`src/rtl/sw_pkg.sv`:
```
// Shared definitions for the BCD stopwatch: digit width, seven-segment
// codes (active-low, {dp,g,f,e,d,c,b,a}) and the BCD-to-segment decoder.
package sw_pkg;

    localparam int DIGIT_W = 4;

    // Active-low segment patterns with the decimal point off (bit 7 = 1).
    localparam logic [7:0] SSEG_0     = 8'hC0;
    localparam logic [7:0] SSEG_1     = 8'hF9;
    localparam logic [7:0] SSEG_2     = 8'hA4;
    localparam logic [7:0] SSEG_3     = 8'hB0;
    localparam logic [7:0] SSEG_4     = 8'h99;
    localparam logic [7:0] SSEG_5     = 8'h92;
    localparam logic [7:0] SSEG_6     = 8'h82;
    localparam logic [7:0] SSEG_7     = 8'hF8;
    localparam logic [7:0] SSEG_8     = 8'h80;
    localparam logic [7:0] SSEG_9     = 8'h90;
    localparam logic [7:0] SSEG_BLANK = 8'hFF;

    // Which value the display shows: the running count or the frozen lap copy.
    typedef enum logic {
        DISP_LIVE = 1'b0,
        DISP_LAP  = 1'b1
    } disp_src_e;

    // Non-BCD codes (10..15) cannot occur in the counter; they blank the digit.
    function automatic logic [7:0] bcd_to_sseg(input logic [DIGIT_W-1:0] d);
        logic [7:0] s;
        case (d)
            4'd0:    s = SSEG_0;
            4'd1:    s = SSEG_1;
            4'd2:    s = SSEG_2;
            4'd3:    s = SSEG_3;
            4'd4:    s = SSEG_4;
            4'd5:    s = SSEG_5;
            4'd6:    s = SSEG_6;
            4'd7:    s = SSEG_7;
            4'd8:    s = SSEG_8;
            4'd9:    s = SSEG_9;
            default: s = SSEG_BLANK;
        endcase
        return s;
    endfunction

endpackage

```
`src/rtl/sw_bcd_digit.sv`:
```
// One BCD digit of the stopwatch counter. Steps up or down when step=1;
// cout flags that this digit is about to roll over in the current direction,
// so the next digit up the chain may step on the same tick.
module sw_bcd_digit
    import sw_pkg::*;
(
    input  logic               clk,
    input  logic               reset,
    input  logic               step,
    input  logic               up,
    output logic [DIGIT_W-1:0] digit,
    output logic               cout
);

    logic [DIGIT_W-1:0] digit_q;
    logic [DIGIT_W-1:0] digit_d;

    // Next digit value: 9 -> 0 going up, 0 -> 9 going down.
    always_comb begin
        digit_d = digit_q;
        if (step) begin
            if (up) begin
                digit_d = (digit_q >= 4'd9) ? 4'd0 : digit_q + 4'd1;
            end else begin
                digit_d = (digit_q == 4'd0) ? 4'd9 : digit_q - 4'd1;
            end
        end
    end

    // Digit register with synchronous reset.
    always_ff @(posedge clk) begin
        if (reset) begin
            digit_q <= '0;
        end else begin
            digit_q <= digit_d;
        end
    end

    assign cout  = up ? (digit_q == 4'd9) : (digit_q == 4'd0);
    assign digit = digit_q;

endmodule

```
`src/rtl/stopwatch_mux_n.sv`:
```
// N-digit BCD up/down stopwatch with lap freeze and a multiplexed
// seven-segment display (active-low anodes and segments).
module stopwatch_mux_n
    import sw_pkg::*;
#(
    parameter int N_DIGITS    = 4,
    parameter int TICK_DIV    = 10_000_000,
    parameter int REFRESH_DIV = 100_000,
    parameter int DP_DIGIT    = 1
) (
    input  logic                      clk,
    input  logic                      reset,
    input  logic                      enable,
    input  logic                      up,
    input  logic                      lap,
    output logic [N_DIGITS-1:0]       an,
    output logic [7:0]                sseg,
    output logic [DIGIT_W*N_DIGITS-1:0] count,
    output logic                      wrap
);

    localparam int CW = DIGIT_W * N_DIGITS;
    localparam int PW = $clog2(TICK_DIV);
    localparam int RW = $clog2(REFRESH_DIV);
    localparam int IW = $clog2(N_DIGITS);

    localparam logic [PW-1:0] PRESC_MAX   = PW'(TICK_DIV - 1);
    localparam logic [RW-1:0] REFRESH_MAX = RW'(REFRESH_DIV - 1);
    localparam logic [IW-1:0] IDX_MAX     = IW'(N_DIGITS - 1);

    // ---------------------------------------------------------------
    // Prescaler: one count step every TICK_DIV enabled cycles
    // ---------------------------------------------------------------
    logic [PW-1:0] presc_q;
    logic [PW-1:0] presc_d;
    logic          tick;

    assign tick = enable && (presc_q == PRESC_MAX);

    // Advance only while enabled; disabling freezes the phase rather than clearing it.
    always_comb begin
        presc_d = presc_q;
        if (enable) begin
            presc_d = tick ? '0 : presc_q + 1'b1;
        end
    end

    // Prescaler register.
    always_ff @(posedge clk) begin
        if (reset) begin
            presc_q <= '0;
        end else begin
            presc_q <= presc_d;
        end
    end

    // ---------------------------------------------------------------
    // BCD digit chain
    // ---------------------------------------------------------------
    logic [N_DIGITS-1:0] step_w;
    logic [N_DIGITS-1:0] cout_w;
    logic [CW-1:0]       count_w;
    logic                chain_c;
    logic                full_wrap;

    // Ripple the tick through every digit that is at its rollover value;
    // surviving past the top digit means the whole counter wrapped.
    always_comb begin
        chain_c = tick;
        for (int i = 0; i < N_DIGITS; i++) begin
            step_w[i] = chain_c;
            chain_c   = chain_c & cout_w[i];
        end
        full_wrap = chain_c;
    end

    for (genvar g = 0; g < N_DIGITS; g++) begin : g_digit
        sw_bcd_digit u_digit (
            .clk   (clk),
            .reset (reset),
            .step  (step_w[g]),
            .up    (up),
            .digit (count_w[DIGIT_W*g +: DIGIT_W]),
            .cout  (cout_w[g])
        );
    end

    logic wrap_q;

    // Wrap pulse lands in the cycle following the wrapping tick.
    always_ff @(posedge clk) begin
        if (reset) begin
            wrap_q <= 1'b0;
        end else begin
            wrap_q <= full_wrap;
        end
    end

    // ---------------------------------------------------------------
    // Lap freeze
    // ---------------------------------------------------------------
    logic          lap_q;
    disp_src_e     lap_mode_q;
    logic [CW-1:0] snap_q;
    logic          lap_rise;
    logic [CW-1:0] disp_val;

    assign lap_rise = lap && !lap_q;

    // Each lap rising edge toggles the mode; entering lap mode grabs the
    // registered count, which is still the pre-tick value on a tick edge.
    always_ff @(posedge clk) begin
        if (reset) begin
            lap_q      <= 1'b0;
            lap_mode_q <= DISP_LIVE;
            snap_q     <= '0;
        end else begin
            lap_q <= lap;
            if (lap_rise) begin
                if (lap_mode_q == DISP_LIVE) begin
                    lap_mode_q <= DISP_LAP;
                    snap_q     <= count_w;
                end else begin
                    lap_mode_q <= DISP_LIVE;
                end
            end
        end
    end

    assign disp_val = (lap_mode_q == DISP_LAP) ? snap_q : count_w;

    // ---------------------------------------------------------------
    // Display scan
    // ---------------------------------------------------------------
    logic [RW-1:0]       refresh_q;
    logic [IW-1:0]       idx_q;
    logic [DIGIT_W-1:0]  cur_digit;
    logic                dp_on;
    logic [7:0]          seg_code;
    logic [N_DIGITS-1:0] an_q;
    logic [N_DIGITS-1:0] an_d;
    logic [7:0]          sseg_q;
    logic [7:0]          sseg_d;

    // Hold each digit REFRESH_DIV cycles, then move to the next one.
    always_ff @(posedge clk) begin
        if (reset) begin
            refresh_q <= '0;
            idx_q     <= '0;
        end else if (refresh_q == REFRESH_MAX) begin
            refresh_q <= '0;
            idx_q     <= (idx_q == IDX_MAX) ? '0 : idx_q + 1'b1;
        end else begin
            refresh_q <= refresh_q + 1'b1;
        end
    end

    // Pick the selected digit and its decimal point; DP_DIGIT == N_DIGITS never matches.
    always_comb begin
        cur_digit = '0;
        dp_on     = 1'b0;
        for (int i = 0; i < N_DIGITS; i++) begin
            if (IW'(i) == idx_q) begin
                cur_digit = disp_val[DIGIT_W*i +: DIGIT_W];
                dp_on     = (i == DP_DIGIT);
            end
        end
        seg_code = bcd_to_sseg(cur_digit);
        an_d     = ~(N_DIGITS'(1) << idx_q);
        sseg_d   = {~dp_on, seg_code[6:0]};
    end

    // Anodes and segments share one register stage so they always agree.
    always_ff @(posedge clk) begin
        if (reset) begin
            an_q   <= ~N_DIGITS'(1);
            sseg_q <= SSEG_0;
        end else begin
            an_q   <= an_d;
            sseg_q <= sseg_d;
        end
    end

    assign an    = an_q;
    assign sseg  = sseg_q;
    assign count = count_w;
    assign wrap  = wrap_q;

endmodule

```
`config.mk`:
```
export PLATFORM = sky130hd
export DESIGN_NAME = stopwatch_mux_n
export DESIGN_NICKNAME = d
export VERILOG_FILES = /design/src/rtl/sw_pkg.sv /design/src/rtl/sw_bcd_digit.sv /design/src/rtl/stopwatch_mux_n.sv
export SDC_FILE = /design/constraint.sdc
export NUM_CORES = 1
export LEC_CHECK = 0
export CORE_MARGIN = 2
export CORE_UTILIZATION = 45
export DETAILED_ROUTE_END_ITERATION = 8
export PLACE_DENSITY = 0.66
export SLEW_MARGIN = 20
export SYNTH_ARGS = -nofsm -noshare
export SYNTH_HDL_FRONTEND = slang
export SYNTH_SLANG_ARGS = --single-unit
export TNS_END_PERCENT = 100
```
`constraint.sdc`:
```
create_clock -name clk -period 2.3 [get_ports clk]
set_input_delay 0.46 -clock clk [delete_from_list [all_inputs] [get_ports clk]]
set_output_delay 0.46 -clock clk [all_outputs]
set_load 0.01 [all_outputs]
```
# After elaboration in Yosys (flattened, before gate mapping)
# Memories as Yosys holds them, arrays and structs flattened. A register that Yosys moved wholly into a read port is not among the register bits.
# Index checks and enable logic that the tools add are counted.
# W data, S select, Z words.
classes:
  n_mux: 27
  eq_ne: 10
  add_sub_neg: 11
  shifts: 1
  n_reduce_logical: 9
  magnitude_cmp: 4
  n_bitwise: 6
op_table:
  columns: ["op", "n"]
  rows:
  - ["$mux W4", 16]
  - ["$add A24 B1 Y24 const B", 1]
  - ["$eq A24 B24 Y1 const B", 1]
  - ["$mux W24", 1]
  - ["$add A17 B1 Y17 const B", 1]
  - ["$eq A17 B17 Y1 const B", 1]
  - ["$add A4 B1 Y4 const B", 4]
  - ["$eq A4 B4 Y1 const B", 4]
  - ["$ge A4 B4 Y1 const B", 4]
  - ["$logic_not A4 Y1", 4]
  - ["$mux W16", 1]
  - ["$sub A4 B1 Y4 const B", 4]
  - ["$mux W1", 8]
  - ["$and A1 B1 Y1", 4]
  - ["$eq A2 B2 Y1 const A", 2]
  - ["$not A4 Y4", 1]
  - ["$shl A1 B2 Y4 const A", 1]
  - ["$add A2 B1 Y2 const B", 1]
  - ["$eq A1 B2 Y1 const A", 1]
  - ["$eq A2 B2 Y1 const B", 1]
  - ["$logic_and A1 B1 Y1", 2]
  - ["$logic_not A2 Y1", 1]
  - ["$mux W2", 1]
  - ["$reduce_or A2 Y1", 1]
  - ["other kinds (2)", 2]
word_totals:
  elab_cells: 82
  romBits: 112
  regBits: 90
  out_inout_bits: 29
  memories: 1
memory_table:
  columns: ["memory", "words", "width", "read_ports", "rd_clocked_by_memory_dff", "write_ports", "line", "text"]
  rows:
  - ["(name not given)", 16, 7, 1, 1, 0, "sw_pkg.sv:29", "case (d)"]

# Logic depth before layout (Yosys ltp)
# Gate-level depths: netlist of the first run.
depth:
  depth_word: 6
  mapped_depth: 10
  mapped_depth_nobuf: 10

# Modules after synthesis
# From an unflattened synthesis of the first run, not the netlist that was laid out.
unflattened:
  cells_unflattened: 591
  hier_area_um2: 5009.8
by_module_without_submodules:
  columns: ["mod", "seq_area_each_um2", "area_per_inst_um2", "instances", "cells_each"]
  rows:
  - ["stopwatch_mux_n", 1481.4, 3438.3, 1, 387]
  - ["sw_bcd_digit", 80.1, 392.9, 4, 51]

# Worst setup path before layout of the first run
# OpenSTA, ideal clock, no wires.
synth_timing:
  path_kind: "register to register"
  startpoint: "register g_digit[0].u_digit.digit_q[0]"
  endpoint: "register g_digit[3].u_digit.digit_q[1]"
  n_path_buf: 1
  setup_slack_ns: -0.059
  arrival_ns: 2.294
  stages_incl_launch_ff: 9
  required_ns: 2.235
  cell_sequence: "dfxtp_1 clkbuf_1 inv_1 ha_1 or3b_2 a21o_2 nor4_4 mux2_2 nor2_1"
synth_via:
  elab_chain_cells: 5
  elab_cells_between_ends: 6
  cone_classes: "eq/ne: 1; mux: 1; bitwise: 3; reduce/logical: 1"
synth_lines:
  columns: ["item", "line", "text"]
  rows:
  - ["start, declared", "sw_bcd_digit.sv:15", "logic [DIGIT_W-1:0] digit_q;"]
  - ["start signal, assigned", "sw_bcd_digit.sv:35", "digit_q <= digit_d;"]
  - ["$eq A4 B4 Y1 or $logic_not A4 Y1 (tied branches)", "sw_bcd_digit.sv:39", "assign cout = up ? (digit_q == 4'd9) : (digit_q == 4'd0);"]
  - ["$mux W1 (*)", "sw_bcd_digit.sv:39", null]
  - ["$and A1 B1 Y1 (*) (3 in series)", "stopwatch_mux_n.sv:72", "chain_c = chain_c & cout_w[i];"]
  - ["end signal, assigned", "sw_bcd_digit.sv:35", null]
  - ["end, declared", "sw_bcd_digit.sv:15", null]
# Every way passes the cells marked *; elsewhere a longest branch is shown, timed or not.
# A chain may end at the register's enable or synchronous reset.

# Final worst setup path of the first run
layout_timing:
  startpoint: "register g_digit[0].u_digit.digit_q[1]"
  endpoint: "register g_digit[3].u_digit.digit_q[1]"
# The elaborated chain is that of the path after synthesis.

==> results.txt, run 1 <==
Most used flip-flop cell after synthesis: sky130_fd_sc_hd__dfxtp_1. For the number of antenna repair diodes, the log shows 0. Setup repair after global routing left no endpoint under its margin.

The first global-routing pass estimated 18100 µm of wire. The transition time of the tightest slew-check pin is 0.574 ns, and the via count of the first global-routing pass is 3830. At the end of routability-driven placement, the weighted congestion stood at 0.844. The logs give 11900 µm² for the die footprint and 760 for the total instance count after detailed placement. After global routing the overflow that remains totals 0. In this design, the stage delay of the slowest critical-path cell is 0.46 ns. For this run, design rule violations remaining after detail routing come to 0. The region available for standard cell placement spans 10800 µm². Pin placement for this block handled 34 I/O pins. The share of the cycle needed by the critical path after routing is 0.944, and the largest net degree at the start of global routing is 24. The sum of routed wire length over all layers was 10600 µm. Violation count after the first detailed-routing iteration: 163.

The highest ir drop seen on vdd is 225 µV, and the number of nets in the finished design is 664. The count of buffers added on input and output ports is 33. The floorplan step set the die width to 109 µm. The top cell family by delay on the critical path is simple AND/OR/NAND/NOR gates. The slowest cell on the critical path is sky130_fd_sc_hd__or3b_2. Derived from the worst setup path, the maximum achievable clock frequency is 461 MHz. Counting both buffers and inverters, the worst setup path holds a total of 2.

In the final routed layout, each cell accounts on average for 13.7 µm. Dividing the detail-routed via count by the number of cells gives 5.36. Yosys printed 0 warnings. The most common library cell in the layout ignoring fill and taps was sky130_fd_sc_hd__dfxtp_1.

Hold violation total from the final report: 0. The clock-pin slew on the worst setup and hold paths was 0.09 ns. In the synthesized netlist, the number of instances is 591. The finished layout holds 776 standard cells, fillers aside. Async set or reset register ratio after synthesis: 0.

Leaving out fill and tap cells, the most frequent cells in the layout are 87 x sky130_fd_sc_hd__dfxtp_1, 77 x sky130_fd_sc_hd__nor2_1, 58 x sky130_fd_sc_hd__nand2_1, 40 x sky130_fd_sc_hd__a21oi_1, 32 x sky130_fd_sc_hd__clkdlybuf4s50_1. For the total power draw, the log shows 2.71 mW. The number of antenna violations at the first check in global routing came out at 0. OpenSTA, run right after detailed placement, puts the worst setup slack at -0.148 ns.

Once routing completed, OpenROAD measured the worst setup slack at 0.129 ns. Max-cap violations in this run came to 0. The sequential fraction of the synthesis area was 0.362; the final cell utilization of the core was 0.531. The count of cell types in the netlist is 60.

The total number of placement rows is 38. The required time reported for the critical path endpoint was 2.60 ns. The flow ran to the end, and the final reports show no timing, DRC or antenna violations. The tightest min-delay check is of the register to register type. The critical path is of the register to register type. Clock tree synthesis found a total of 90 sinks. The normalized max-slew margin was 0.612. The clock tree synthesis step divided the H-tree into 3 levels. For the clock insertion delay at the later pin of the skew report, the log shows 0.36 ns.

Between clock sinks in the finished design, the worst skew comes to 0.0156 ns. The number of clock buffers inserted by TritonCTS is 9, and the final-layout setup total negative slack is 0 ns. The largest driver fanout on the critical path was 6. The die height works out to 109 µm. The count of endpoints failing setup in the final report is 0. Post-CTS timing repair inserted 0 buffers for setup.

The worst setup path is launched from a register. In this run the remaining antenna-violating nets after routing total 0. The power density over the cells is 473 nW/µm².

TritonCTS built the clock tree. The share of post-route cells with drive strength above 1 was 0.116; the relative area change from synthesis to final layout was 15.2%. The number of max-slew violations in the final report is 0, and the synthesized net count is 624. The initial core utilization came out at 0.461.

The synthesized design contains 0 enable-type register cells. The critical path goes through inv_1 > ha_2 > or3b_2 > a21o_4 > nor4_4 > buf_4 > mux2_4 > nor2_1. The tools report the HPWL after detailed placement as 7640 µm.

For this design the static power due to leakage is 2.00 nW. STA classifies the critical path endpoint as a register. The run gives 4157 as the total via count after detailed routing.

The first detailed-routing pass took 4 iterations. The cell area after technology mapping is 4980 µm². Counting along the longest clock path gives a buffer depth of 2.

The tree is rooted in a sky130_fd_sc_hd__clkbuf_8. A synthesized cell averages 8.42 µm². The worst endpoint data arrival time came out at 2.47 ns. Final critical-path required period: 2.17 ns.

Counting flops and latches in the post-synthesis netlist gives 90. The global routing usage summed across all routing layers was 0.189.
-- cells by family (layout without fill, tap and decap cells) --
logic type | Yosys count | in the layout | share of synthesized area
adders and majority gates | 28 | 28 | 0.0704
buffers and inverters | 59 | 104 | 0.0536
xor gates and xnor gates | 37 | 37 | 0.0651
muxes | 24 | 24 | 0.0538
AOI/OAI and AO/OA | 100 | 100 | 0.128
and+or+nand+nor | 253 | 253 | 0.267
DFF | 90 | 90 | 0.362
-- report_power, final --
part	internal [mW]	switching (mW)
sequential	1.57	0.00865
combinational	0.0528	0.0867
clock	0.407	0.592
-- final cells by class --
class	instances	area [µm²]
multi-input cells	442	2930
clock inverters	6	47.5
flip-flops and latches	90	1810
fillers	1028	5060
repair buffers	62	556
inverters	26	97.6
well taps	140	175
clock buffers	10	128
-- final timing paths --
path | end | startpoint | depth (start not counted) | slack (ns)
worst min register to register | snap_q[15] | snap_q[15] | 2 | 0.46
worst min-delay path | snap_q[15] | snap_q[15] | 2 | 0.46
worst max register to register | g_digit[3].u_digit.digit[1] | g_digit[0].u_digit.digit[1] | 8 | 0.13
worst max-delay path | g_digit[3].u_digit.digit[1] | g_digit[0].u_digit.digit[1] | 8 | 0.13
-- per-layer routing --
metal / wire (µm) / vias up / global-route usage
met5: 0 / - / 0
met4: 105 / 0 / 0.0522
met3: 310 / 11 / 0.0329
met2: 5060 / 67 / 0.315
met1: 5120 / 1941 / 0.251
li1: - / 2138 / -
-- per-stage QoR --
step,hold slack [ns],instance area [µm²]
floorplan,0.430,5000
global placement,0.442,5550
detailed placement,0.448,5550
CTS,0.462,5730
global route,0.472,5730
finish,0.460,5730
-- Yosys cell counts (all sizes together) (6+ instances only) --
cell / n / area, µm²
a211oi: 6 / 45.0
a21oi: 40 / 200
and3: 10 / 67.6
buf: 8 / 55.1
clkbuf: 25 / 114
dfxtp: 90 / 1800
ha: 28 / 350
inv: 26 / 97.6
mux2i: 20 / 200
nand2: 58 / 218
nand2b: 8 / 50.1
nand3: 23 / 128
nand4: 10 / 62.6
nor2: 77 / 289
nor3: 20 / 100
nor4: 10 / 123
o21ai: 12 / 60.1
o22ai: 7 / 43.8
xnor2: 24 / 210
xor2: 13 / 114
-- flip-flops by register name, indices dropped and copies added (netlist names) --
| register | cells |
|---|---|
| g_digit.u_digit.digit | 16 |
| refresh_q | 17 |
| wrap | 1 |
| idx_q | 2 |
| lap_mode_q | 1 |
| lap_q | 1 |
| presc_q | 24 |
| sseg | 8 |
| an | 4 |
| snap_q | 16 |
-- worst reg2reg max path: cells and delay by family, from the launching register on --
kind            cells  cell delay, ns
fa+ha+maj           1            0.22
mux                 1            0.29
simple gates        3            0.76
compound gates      1            0.24
buf+inv             2            0.27
flops               1            0.32
-- repair_timing --
item,4_1_cts,5_1_grt
endpoints found under the setup margin,0,2
hold buffers,0,0
resized for setup,0,3
endpoints found under the hold margin,0,0
(Power assumes the default switching activity.)
==> run 2, diff against run 1 <==
==> constraint.sdc (replaced) <==
create_clock -name clk -period 2.3 [get_ports clk]
set_input_delay 0.23 -clock clk [delete_from_list [all_inputs] [get_ports clk]]
set_output_delay 0.23 -clock clk [all_outputs]
set_load 0.01 [all_outputs]
==> run 2 against run 1 <==
Against the previous run: register-to-register slack improved by 0.02 ns; largest cell class unchanged; critical endpoint is now g_digit[1].u_digit.digit[1]; wire length is 2.5% higher; largest power group unchanged; global-route usage increased by 0.46 points; setup slack gained 0.017 ns; highest routed layer unchanged; cell area rose by 0.15%; utilization is 0.081 points higher; maximum frequency increased by 0.81%; critical path type unchanged; clock power rose by 4%; count of clock-buffer cells in the layout unchanged.
==> results.txt, run 2 (synthesis results as in run 1) <==
The design draws 2.76 mW. The worst endpoint data arrival time is 2.44 ns. The via count of the first global-routing pass was 4045; the maximum buffer depth of the clock tree was 2. The run gives 0.36 ns as the clock insertion delay at the later pin of the skew report. Setup repair after global routing left no endpoint under its margin. Placed instance area: 5530 µm². For the die footprint, the log shows 11900 µm².

Number of remaining DRC errors: 0. For the global routing usage summed across all routing layers, the log shows 0.194. The power density over the cells came out at 480 nW/µm². The number of cells on the worst reg-to-reg path was 8; the number of max-slew violations in the final report was 0. Startpoint of the lowest-slack register-to-register path: g_digit[0].u_digit.digit[0]. Total via count after detailed routing: 4211. Total of max-cap violations: 0.

In this run the worst path has a maximum fanout of 5. The H-tree was split into 3 levels. The endpoint identified for the worst register-to-register timing path is g_digit[1].u_digit.digit[1]. In this run, the number of DRC markers left after iteration 0 of detailed routing was 225. The run gives 0.0290 ns as the post-place setup slack. Global-route congestion overflow total: 0. Static timing analysis puts the maximum clock frequency at 464 MHz. The register name with the most flops was presc_q. The normalized max-slew margin was 0.567; the transition time of the tightest slew-check pin was 0.650 ns.

The origin of the worst min-delay path was reset. Leaving out filler cells and counting taps, the final layout contains 772. Once layout is done, the placed cells without fillers occupy 5740 µm². The core box area was 10800 µm².

The path class of the tightest hold or removal check is input port to register. The die height is 109 µm, and the number of clock buffers inserted by TritonCTS is 9. The wire-length estimate of the detail-placed layout is 7760 µm.

The final layout contains 661 nets. The final critical-path required period was 2.15 ns. The initial core utilization is 0.461, and the share of the cycle needed by the critical path after routing is 0.936. The library cell used most frequently in the layout, excluding fill and tap cells, is sky130_fd_sc_hd__dfxtp_1. Kind of capture point of the worst setup path: a register.

Once detail routing completed, the nets flagged for antenna violations numbered 0. Hold violation total from the final report: 0. Dividing the detail-routed via count by the number of cells gives 5.45.

During placement, the flow inserted port buffers numbering 33. Summed over all cells, the static leakage comes to 1.99 nW. 34 I/O pins were placed.

The critical path in this run is classified as register to register. The repair_antennas step left the layout with diodes totalling 0. After clock tree synthesis, the clock-pin slew on the worst setup and hold paths is 0.09 ns.

The overall die width is 109 µm. The cell sitting at the root of the clock tree is a sky130_fd_sc_hd__clkbuf_8. Setup violations remaining at the end of the flow were counted as 0. The library cells used most frequently in the layout, excluding fill and tap cells, are 87 x sky130_fd_sc_hd__dfxtp_1, 77 x sky130_fd_sc_hd__nor2_1, 58 x sky130_fd_sc_hd__nand2_1, 40 x sky130_fd_sc_hd__a21oi_1, 32 x sky130_fd_sc_hd__clkdlybuf4s50_1. The run finished with clean final reports. The tools report the critical path launch point type as a register. The global-route wire length before repair was 18400 µm; the relative area change from synthesis to final layout was 15.4%. The worst path meets setup with 0.147 ns of slack. Hold timing on the final database bottoms out at a slack of 0.370 ns. The first TritonRoute pass finished after 5 iterations.

The register with the most flip-flops in the layout has 24 of them. The largest registers in the layout are presc_q: 24 flops, refresh_q: 17 flops. The number of placed instances, taps included, is 756. The initialized floorplan defines 38 standard-cell rows. Summed over all failing endpoints, the final setup total negative slack is 0 ns.

The required time reported for the critical path endpoint came out at 2.59 ns. For this design, the CTS-stage hold fixing added 0 buffers. Share of post-route cells with drive strength above 1: 0.116. Dividing the detail-routed wire length by the instance count gives 14.1 µm.

Routability-driven placement finished with a final weighted congestion of 0.831. Entering global routing, the biggest net connects 37 pins. The setup skew after layout was 0.00916 ns; the clock net sink count was 90. The tools report the destination of the worst hold path as an[0]. After detailed routing, the total wire length is 10900 µm. TritonCTS built the clock tree.

The worst-case IR drop observed on VDD is 340 µV. The number of antenna violations at the first check in global routing is 0, and the hold path depth is 2. The run gives 0.532 as the final cell utilization of the core. The layout has 1046 filler cells. The setup slack on the worst flop-to-flop path is 0.15 ns.
[run 2: worst max-delay path by stage]
| stage | start | end | slack (ns) | depth (start not counted) |
|---|---|---|---|---|
| 6_report | g_digit[0].u_digit.digit[0] | g_digit[1].u_digit.digit[1] | 0.15 | 8 |
| 3_5_place_dp | up | g_digit[3].u_digit.digit[1] | 0.03 | 8 |
| 2_1_floorplan | g_digit[0].u_digit.digit[0] | g_digit[3].u_digit.digit[1] | 0.03 | 8 |
| 5_1_grt | presc_q[1] | g_digit[3].u_digit.digit[2] | 0.006 | 7 |
| 3_3_place_gp | up | g_digit[3].u_digit.digit[1] | 0.07 | 8 |
| 4_1_cts | idx_q[0] | sseg[4] | 0.1 | 9 |
[run 2: layout make-up]
class	count	area (µm²)	area share
multi-input cells	442	2940	0.512
flip-flops and latches	90	1810	0.314
repair buffers	59	546	0.0950
well taps	140	175	0.0305
clock buffers	10	128	0.0222
inverters	26	97.6	0.0170
clock inverters	5	53.8	0.00937
[run 2: timing repair]
action | in CTS | in global routing
endpoints found under the hold margin | 0 | 0
endpoints found under the setup margin | 0 | 7
buffers inserted | 0 | 1
resized for setup | 0 | 7
[run 2: per-layer routing]
metal,wire [µm],global-route usage,part of all wire
met5,0,0,0
met1,4970,0.245,0.46
met2,5230,0.332,0.48
met3,551,0.0400,0.051
met4,104,0.0540,0.0096
[run 2: power breakdown]
group | switching [mW] | internal, mW | leakage, nW
sequential | 0.00873 | 1.57 | 0.728
clock | 0.548 | 0.495 | 0.0963
combinational | 0.0867 | 0.0531 | 1.17
[run 2: critical path, stage by stage, from the launching register on]
cell                       delay [ns]
sky130_fd_sc_hd__dfxtp_2         0.33
sky130_fd_sc_hd__inv_2           0.07
sky130_fd_sc_hd__ha_4            0.16
sky130_fd_sc_hd__or3b_2          0.45
sky130_fd_sc_hd__a21o_4          0.24
sky130_fd_sc_hd__buf_4           0.16
sky130_fd_sc_hd__nor4_4          0.38
sky130_fd_sc_hd__nor2_1          0.10
sky130_fd_sc_hd__a211oi_2        0.19
==> run 3, diff against run 2 <==
- PLACE_DENSITY: 0.66 -> 0.64
- TNS_END_PERCENT: 100 -> unset
==> run 3 against run 2 <==
Against the previous run: clock power grew 8%; largest cell class unchanged; setup slack lost 0.067 ns; sequential cell count is the same.
==> results.txt, run 3 (synthesis results as in run 1) <==
For the die footprint, the log shows 11900 µm². Number of buffers added on ports: 33. Wires add up to 10800 µm. Setup violations remaining at the end of the flow were counted as 0.

Registers take 1800 µm². presc_q holds more flip-flops than any other register. For the number of remaining DRC errors, the log shows 0. In the final routed layout, each cell accounts on average for 14.0 µm.

For the initial core utilization, the log shows 0.461. The logs give 984 for the number of inserted filler cells in the final layout and 38 for the total number of placement rows. The hold path depth came out at 2. Along the worst path, the maximum fanout reaches 6. The run gives 0 as the number of routed nets with antenna violations. CTS built an H-tree with a depth of 3. Cell internal power was estimated by the tool at 2.18 mW.

No sink is reached through more buffers than the 2 on the longest clock path. The part of the total power dissipated in the clock network is 0.396, and the relative area change from synthesis to final layout is 15.9%. Clock tree synthesis inserted a total of 9 buffers.

The number of max-slew violations in the final report is 0, and the number of antenna violations at the first check in global routing is 0. Derived from the worst setup path, the maximum achievable clock frequency is 450 MHz. IR analysis of the VDD net gives a maximum drop of 574 µV. Routability-driven placement finished with a final weighted congestion of 0.836. STA puts the critical path data arrival time at 2.51 ns. The run gives 4 as the first-pass iteration count of the detailed router. The run gives 0.050 as the share of total power in combinational logic.

In this run, the number of DRC markers left after iteration 0 of detailed routing was 277. STA classifies the critical path startpoint as a register. The most common library cell in the layout ignoring fill and taps is sky130_fd_sc_hd__dfxtp_1. The clock drives 90 sinks. The global-route wire length before repair is 18200 µm, and the power density over the cells is 492 nW/µm². The logs give 7640 µm for the HPWL after detailed placement and 0.593 for the normalized max-slew margin.

The flow ran to the end, and the final reports show no timing, DRC or antenna violations. Number of cells on the worst reg-to-reg path: 9. The share of total power consumed by net switching was 0.234; the ratio of routed vias to standard cells was 5.46. The share of post-route cells with drive strength above 1 came out at 0.114. The largest registers in the layout are presc_q: 24 flops, refresh_q: 17 flops. Share of the cycle needed by the critical path after routing: 0.965. Summed over all layers, the global routing overflow is 0. The setup skew after layout is 0.0118 ns. At the later pin of the worst-skew pair, clock insertion delay measures 0.37 ns. Counting I/O delays and the setup requirement, the final critical path takes 2.22 ns.

The overall die width is 109 µm. The kind of capture point of the worst setup path is a register. Entering global routing, the biggest net connects 34 pins. The hold violation total from the final report was 0.

The flip-flop count of the largest register, all copies and words added was 24; the final cell utilization of the core was 0.534. The analysis attributes to net switching a power of 663 µW. The tools report the cell chosen for the clock root as sky130_fd_sc_hd__clkbuf_8. At the worst endpoint, the required time is 2.59 ns. The run gives 10800 µm² as the core box area.

The critical path is of the register to register type. Across the run, the number of max-cap violations was 0. During I/O placement, the number of pins put on the boundary was 34. TritonCTS built the clock tree.

The leakage power total is 2.01 nW. Leaving out fill and tap cells, the most frequent cells in the layout are 88 x sky130_fd_sc_hd__dfxtp_1, 77 x sky130_fd_sc_hd__nor2_1, 58 x sky130_fd_sc_hd__nand2_1, 40 x sky130_fd_sc_hd__a21oi_1, 32 x sky130_fd_sc_hd__clkdlybuf4s50_1. Detailed routing inserted a total of 4217 vias. The global routing usage summed across all routing layers was 0.193; the power share of the sequential group was 0.555. At the pin with the least slew margin, the transition time is 0.610 ns.

The repair_antennas step left the layout with diodes totalling 0. The number of nets in the finished design came out at 662. In this run the vertical extent of the chip is 109 µm. After clock tree synthesis, the clock-pin slew on the worst setup and hold paths is 0.09 ns. In the final layout, the multi-input gates occupy 2940 µm².

The type of the worst min-delay path was input port to register. For the via count of the first global-routing pass, the log shows 3934. The final-layout setup total negative slack came out at 0 ns.
==> run 3: cell count changes in the layout (fill, tap and decap cells not counted), sizes merged <==
cell and change:
inv -1, clkbuf +1, buf +1, clkinvlp +1, clkinv -1
==> run 3: cell type report <==
type / instances / area share
Clock buffer: 11 / 0.0262
Tap cell: 140 / 0.0304
Clock inverter: 4 / 0.00889
Sequential cell: 90 / 0.313
Multi-Input combinational cell: 442 / 0.509
Inverter: 26 / 0.0169
Timing Repair Buffer: 60 / 0.0959
==> run 3: through the flow <==
stage	instances	instance area (µm²)	hold WS [ns]	total power [mW]	setup WS, ns
after floorplan	591	5000	0.386	1.71	0.0300
after global placement	755	5530	0.442	1.75	0.0533
after detailed placement	755	5530	0.446	1.75	-0.00179
after CTS	770	5730	0.326	2.88	0.0487
after global routing	773	5770	0.378	2.95	-0.0264
final	773	5770	0.343	2.84	0.0798
==> run 3: worst paths after layout <==
| kind | slack (ns) | end | start |
|---|---|---|---|
| setup / recovery | 0.08 | g_digit[1].u_digit.digit[3] | g_digit[0].u_digit.digit[0] |
| hold / removal | 0.34 | an[0] | reset |
| hold reg to reg | 0.46 | snap_q[13] | snap_q[13] |
| setup reg to reg | 0.08 | g_digit[1].u_digit.digit[3] | g_digit[0].u_digit.digit[0] |
==> run 3: layer usage <==
layer | GRT usage | part of all wire | routed length, µm | up-vias
met3 | 0.0646 | 0.050 | 536 | 11
met1 | 0.242 | 0.47 | 5050 | 1997
met4 | 0.0549 | 0.015 | 158 | 0
met2 | 0.315 | 0.47 | 5050 | 76
met5 | 0 | 0 | 0 | -
li1 | - | - | - | 2133
==> run 3: power groups by stage <==
stage	sequential, mW	clock [mW]	combinational [mW]
global route	1.58	1.22	0.154
CTS	1.57	1.16	0.141
floorplan	1.61	0	0.104
finish	1.57	1.12	0.141
global placement	1.61	0	0.137
detailed placement	1.61	0	0.141
==> run 3: timing repair <==
item                                    CTS  global route
gates resized for setup                   0             4
endpoints found under the setup margin    0            10
buffers inserted                          0             3
hold buffers                              0             0
==> run 3: worst max-delay path, cell delays in order (launching register included) <==
cell and delay (ns):
sky130_fd_sc_hd__dfxtp_2 0.33, sky130_fd_sc_hd__inv_1 0.10, sky130_fd_sc_hd__ha_4 0.17, sky130_fd_sc_hd__or3b_2 0.46
sky130_fd_sc_hd__a21o_4 0.24, sky130_fd_sc_hd__buf_4 0.16, sky130_fd_sc_hd__nor4_4 0.25, sky130_fd_sc_hd__buf_4 0.18
sky130_fd_sc_hd__nor2_1 0.04, sky130_fd_sc_hd__a211oi_1 0.21
